$ cat config.mk
export PLATFORM = sky130hd
export DESIGN_NAME = leaf_stream_interface
export DESIGN_NICKNAME = d
export VERILOG_FILES = /design/src/rtl/leaf_stream_interface.sv
export SDC_FILE = /design/constraint.sdc
export NUM_CORES = 1
export LEC_CHECK = 0
export CAP_MARGIN = 30
export CORE_MARGIN = 2
export CORE_UTILIZATION = 30
export CTS_CLUSTER_SIZE = 24
export DETAILED_ROUTE_END_ITERATION = 12
export PLACE_DENSITY_LB_ADDON = 0.25
export SYNTH_ARGS = -nofsm -noshare
export SYNTH_HDL_FRONTEND = slang
export SYNTH_SLANG_ARGS = --single-unit
$ cat constraint.sdc
create_clock -name clk -period 5.5 [get_ports clk]
set_clock_uncertainty 0.2 [all_clocks]
set_input_delay 1.65 -clock clk [delete_from_list [all_inputs] [get_ports clk]]
set_output_delay 1.65 -clock clk [all_outputs]
set_load 0.1 [all_outputs]
$ cat src/rtl/leaf_stream_interface.sv
// Leaf-side BFT packet interface: decodes config/data/credit packets, buffers rx data
// in a FWFT FIFO, returns credits upstream and packs the tx stream into credit-limited packets.
module leaf_stream_interface #(
    parameter int FIFO_DEPTH   = 16,
    parameter int CREDIT_BATCH = 4,
    parameter int INIT_CREDITS = 16
) (
    input  logic        clk,
    input  logic        reset_n,
    input  logic [48:0] din_leaf_bft2interface,
    output logic [48:0] dout_leaf_interface2bft,
    input  logic        resend,
    input  logic        ap_start,
    output logic [31:0] rx_tdata,
    output logic        rx_tvalid,
    input  logic        rx_tready,
    input  logic [31:0] tx_tdata,
    input  logic        tx_tvalid,
    output logic        tx_tready,
    output logic        cfg_done,
    output logic        overflow,
    output logic [1:0]  dbg_state
);

    localparam int AW       = $clog2(FIFO_DEPTH);
    localparam int CONS_MAX = (FIFO_DEPTH > 127) ? 127 : FIFO_DEPTH;

    typedef enum logic [1:0] {
        ST_UNCFG      = 2'd0,
        ST_WAIT_START = 2'd1,
        ST_RUN        = 2'd2
    } state_t;

    state_t state, state_next;

    logic        pkt_valid;
    logic [3:0]  pkt_port;
    logic [6:0]  pkt_aux;
    logic [31:0] pkt_payload;
    logic        is_cfg, is_data, is_credit;
    logic        unused_dest;

    assign pkt_valid   = din_leaf_bft2interface[48];
    assign pkt_port    = din_leaf_bft2interface[42:39];
    assign pkt_aux     = din_leaf_bft2interface[38:32];
    assign pkt_payload = din_leaf_bft2interface[31:0];
    assign unused_dest = ^din_leaf_bft2interface[47:43];

    assign is_cfg    = pkt_valid && (pkt_port == 4'd0);
    assign is_data   = pkt_valid && (pkt_port == 4'd1);
    assign is_credit = pkt_valid && (pkt_port == 4'd15);

    logic [4:0]  tx_leaf, src_leaf;
    logic [3:0]  tx_port, src_port;
    logic [31:0] fifo_mem [FIFO_DEPTH];
    logic [AW:0] wr_ptr, rd_ptr;
    logic        fifo_empty, fifo_full, pop, push, drop;
    logic [7:0]  tx_credits, credits_next;
    logic [8:0]  credit_sum;
    logic [7:0]  consumed, consumed_next, consumed_sum;
    logic        credit_pending, credit_due, tx_hs;
    logic [48:0] dout_next;

    // Stream handshakes: a word transfers on a rising edge where tvalid and tready are
    // both high; tvalid never depends on tready, and tready may depend only on internal state.
    assign fifo_empty = (wr_ptr == rd_ptr);
    assign fifo_full  = (wr_ptr[AW] != rd_ptr[AW]) && (wr_ptr[AW-1:0] == rd_ptr[AW-1:0]);
    assign rx_tvalid  = !fifo_empty;
    assign rx_tdata   = fifo_mem[rd_ptr[AW-1:0]];
    assign pop        = rx_tvalid && rx_tready;
    // A pop frees the slot before the push lands, so full-with-pop still accepts the word.
    assign push       = is_data && (!fifo_full || pop);
    assign drop       = is_data && fifo_full && !pop;
    assign tx_hs      = tx_tvalid && tx_tready;

    always_ff @(posedge clk) begin
        if (push) fifo_mem[wr_ptr[AW-1:0]] <= pkt_payload;
    end

    always_comb begin
        credit_sum = {1'b0, tx_credits} + (is_credit ? {2'b00, pkt_aux} : 9'd0)
                   - {8'd0, tx_hs};
        credits_next = (credit_sum > 9'(INIT_CREDITS)) ? 8'(INIT_CREDITS) : credit_sum[7:0];
    end

    always_comb begin
        consumed_sum  = consumed + {7'd0, pop};
        consumed_next = consumed_sum;
        if (credit_pending)
            consumed_next = {7'd0, pop};
        else if (consumed_sum > 8'(CONS_MAX))
            consumed_next = 8'(CONS_MAX);
        credit_due = cfg_done &&
                     ((consumed >= 8'(CREDIT_BATCH)) || (resend && (consumed != 8'd0)));
    end

    always_comb begin
        dout_next = '0;
        if (credit_pending)
            dout_next = {1'b1, src_leaf, src_port, consumed[6:0], 32'h0};
        else if (tx_hs)
            dout_next = {1'b1, tx_leaf, tx_port, 7'd0, tx_tdata};
    end

    always_ff @(posedge clk or negedge reset_n) begin
        if (!reset_n) begin
            wr_ptr                  <= '0;
            rd_ptr                  <= '0;
            tx_credits              <= 8'(INIT_CREDITS);
            consumed                <= '0;
            credit_pending          <= 1'b0;
            cfg_done                <= 1'b0;
            overflow                <= 1'b0;
            tx_leaf                 <= '0;
            tx_port                 <= '0;
            src_leaf                <= '0;
            src_port                <= '0;
            dout_leaf_interface2bft <= '0;
        end else begin
            if (push) wr_ptr <= wr_ptr + 1'b1;
            if (pop)  rd_ptr <= rd_ptr + 1'b1;
            if (drop) overflow <= 1'b1;
            if (is_cfg) begin
                tx_leaf  <= pkt_payload[31:27];
                tx_port  <= pkt_payload[26:23];
                src_leaf <= pkt_payload[22:18];
                src_port <= pkt_payload[17:14];
                cfg_done <= 1'b1;
            end
            tx_credits              <= credits_next;
            consumed                <= consumed_next;
            credit_pending          <= credit_pending ? 1'b0 : credit_due;
            dout_leaf_interface2bft <= dout_next;
        end
    end

    always_ff @(posedge clk or negedge reset_n) begin
        if (!reset_n) state <= ST_UNCFG;
        else          state <= state_next;
    end

    always_comb begin
        state_next = state;
        case (state)
            ST_UNCFG:      if (cfg_done) state_next = ST_WAIT_START;
            ST_WAIT_START: if (ap_start) state_next = ST_RUN;
            ST_RUN:        if (!ap_start) state_next = ST_WAIT_START;
            default:       state_next = ST_UNCFG;
        endcase
    end

    // Pending credit returns own the output slot, so they hold off the tx stream.
    always_comb begin
        tx_tready = (state == ST_RUN) && (tx_credits != 8'd0) && !credit_pending;
        dbg_state = state;
    end

endmodule

==> impl_metrics.env <==
export IMPL_setup_tns_final_ns=0
export IMPL_avgRoutedWirePerCell_um=22.7
export IMPL_vias_per_cell=4.72
export IMPL_setup_worst_path_start="rd_ptr[1]$_DFFE_PN0P_"
export IMPL_cts_htree_levels=3
export IMPL_areaGrowthSynthToFinish_pct=24.6
export IMPL_ctsResizeCount=0
export IMPL_crit_path_end="rx_tdata[26]"
export IMPL_yosys_top_cells_area="edfxtp_1 (65%), mux4_2 (15%), dfrtp_1 (10%)"
export IMPL_syn_mean_instance_area_um2=21.6
export IMPL_r2r_slack_ns=1.29
export IMPL_hpwl_um=33300
export IMPL_antenna_found_initial=3
export IMPL_power_density_mw_per_mm2=531
export IMPL_fin_cells=2441
export IMPL_crit_fanout=49
export IMPL_grt_max_degree=64
export IMPL_grt_setup_unrepaired="false"
export IMPL_yosysTopAreaCellShare=0.652
export IMPL_cts_tree="yes"
export IMPL_grt_pass1_wl_um=83000
export IMPL_slew_headroom=0.330
export IMPL_overflow=0
export IMPL_routed_via_count=11500
export IMPL_clockBufferDepth=3
export IMPL_synth_area_leader_cell="edfxtp_1"
export IMPL_post_cts_buffers=0
export IMPL_hold_class="flip-flop to flip-flop"
export IMPL_drc=0
export IMPL_layout_nets=1457
export IMPL_antenna_left=0
export IMPL_synth_cell_types=52
export IMPL_die_height_um=284
export IMPL_fp_coreArea_mm2=0.0776
export IMPL_ir_drop_uv=341
export IMPL_reg2reg_to="tx_credits[2]$_DFF_PN0_"
export IMPL_ys_ff_latch=610
export IMPL_cpPeakStageDelay_ns=0.95
export IMPL_synth_edf_count=512
export IMPL_fmax_mhz=197
export IMPL_outcome="complete, no violations"
export IMPL_io_buffers=168
export IMPL_max_cap_violations=0
export IMPL_path_clk_slew_ns=0.05
export IMPL_critPathLaunchType="flip-flop"
export IMPL_fin_crit_ns=5.09
export IMPL_grt_use_total=0.139
export IMPL_die_width_um=284
export IMPL_regArea_mm2=0.0178
export IMPL_hold_violations=0
export IMPL_worstReg2RegStart="tx_credits[1]$_DFF_PN0_"
export IMPL_io_pins=174
export IMPL_end_kind="output pin"
export IMPL_crit_chain="buf_4 > mux4_2 > mux4_2 > buf_4"
export IMPL_p_leak_nw=10.1
export IMPL_synth_most_common_cell="edfxtp_1"
export IMPL_synth_ff_type="edfxtp_1"
export IMPL_synth_common_cells="edfxtp_1 (512), mux4_2 (160), dfrtp_1 (97)"
export IMPL_reg2reg_depth=14
export IMPL_worstMarginPinSlew_ns=1.00
export IMPL_netlist_area_mm2=0.0236
export IMPL_cp_slowest_cell="dfrtp_4"
export IMPL_multiInputGateArea_mm2=0.00548
export IMPL_gp_congestion=0.722
export IMPL_synthesis_instances=1091
export IMPL_first_pass_iters=5
export IMPL_ys_seq_area_frac=0.756
export IMPL_fin_util=0.379
export IMPL_drt_iter0_drc=880
export IMPL_async_reset_ff_frac=0.161
export IMPL_initial_utilization=0.304
export IMPL_insertion_delay_ns=0.61
export IMPL_num_rows=102
export IMPL_place_inst=2316
export IMPL_period_share=0.925
export IMPL_worstPathRequired_ns=3.65
export IMPL_maxSlewViolCount=0
export IMPL_cts_buffers_inserted=69
export IMPL_grt_pass1_vias=12400
export IMPL_cts_sinks=610
export IMPL_drive_above_1_share=0.291
export IMPL_path_class="flip-flop to output pin"
export IMPL_ctsHoldBuffers=0
export IMPL_wirelength_um=55400
export IMPL_cts_root_buffer="clkbuf_16"
export IMPL_n_fill_cell=7177
export IMPL_setup_viol=0
export IMPL_die_area_mm2=0.0809
export IMPL_yosys_warnings=0
export IMPL_worstPathArrival_ns=3.24
[cells in the final DEF (no fill, tap or decap), types with 10 or more instances in the layout]
cell	n
and3_1	37
buf_16	11
buf_4	79
clkbuf_1	14
clkbuf_16	69
clkdlybuf4s50_1	133
clkinv_1	11
clkinv_2	10
dfrtp_1	93
edfxtp_1	512
ha_1	22
inv_1	31
mux2_2	19
mux4_2	160
nand2_1	19
nor2_1	12
nor2_4	11
xor2_1	10
[flip-flops by register name (all words and copies together) (netlist names)]
signal / cells
consumed: 8
src_leaf: 5
tx_credits: 8
fifo_mem: 512
cfg_done: 1
credit_pending: 1
overflow: 1
src_port: 4
rd_ptr: 5
tx_port: 4
dbg_state: 2
tx_leaf: 5
wr_ptr: 5
dout_leaf_interface2bft: 49
[where the power goes]
part / switching [mW] / leakage (nW) / internal (mW) / total [mW]
Sequential: 0.350 / 5.87 / 5.18 / 5.53
Clock: 1.90 / 1.08 / 2.57 / 4.47
Combinational: 3.58 / 3.10 / 2.02 / 5.60
[through the flow]
step | total power [mW] | hold slack, ns | cell area, um^2 | setup WS (ns)
4_1_cts | 15.9 | 0.283 | 29400 | 0.361
2_1_floorplan | 9.83 | 0.260 | 23600 | 0.243
6_report | 15.6 | 0.282 | 29400 | 0.414
5_1_grt | 16.3 | 0.304 | 29400 | 0.298
3_5_place_dp | 11.4 | 0.267 | 27200 | 0.513
3_3_place_gp | 11.2 | 0.276 | 26800 | 0.488
[per-layer routing]
metal,part of all wire,up-vias,track usage,routed length (um)
met5,0.00023,-,0,13
met4,0.019,2,0.0350,1080
met3,0.062,83,0.0384,3430
met2,0.48,314,0.221,26400
met1,0.44,6135,0.190,24500
li1,-,4991,-,-
[layout make-up]
class,count,area share
tap,1040,0.0443
clock buffer,89,0.0634
sequential,610,0.607
antenna,1,0.0000852
multi-input combinational,402,0.186
timing repair buffer,233,0.0824
clock inverter,35,0.0123
inverter,31,0.00396
[worst max-delay path, delay by kind of cell, from the launching register on]
family,cells,cell delay (ns)
buffers and inverters,2,0.68
multiplexers,2,0.91
flip-flops,1,0.95
[worst min-delay path by stage]
| stage | depth (start not counted) | startpoint | endpoint | slack [ns] |
|---|---|---|---|---|
| floorplan | 1 | tx_port[0]$_DFFE_PN0P_ | dout_leaf_interface2bft[39]$_DFF_PN0_ | 0.26 |
| global route | 1 | overflow$_DFFE_PN0P_ | overflow$_DFFE_PN0P_ | 0.30 |
| finish | 1 | overflow$_DFFE_PN0P_ | overflow$_DFFE_PN0P_ | 0.28 |
| detailed placement | 1 | overflow$_DFFE_PN0P_ | overflow$_DFFE_PN0P_ | 0.27 |
| CTS | 1 | overflow$_DFFE_PN0P_ | overflow$_DFFE_PN0P_ | 0.28 |
| global placement | 1 | tx_port[1]$_DFFE_PN0P_ | dout_leaf_interface2bft[40]$_DFF_PN0_ | 0.28 |
[logic make-up after synthesis]
kind of cell,count (synthesis),share of synthesized area
AO/OA/AOI/OAI,43,0.0138
XOR/XNOR,19,0.00706
AND/OR/NAND/NOR,129,0.0298
other,1,0.000159
flip-flops,610,0.756
buffers and inverters,84,0.0176
multiplexers,182,0.163
adder cells (fa/ha/maj),23,0.0125
Power figures use the tool's default switching activity.
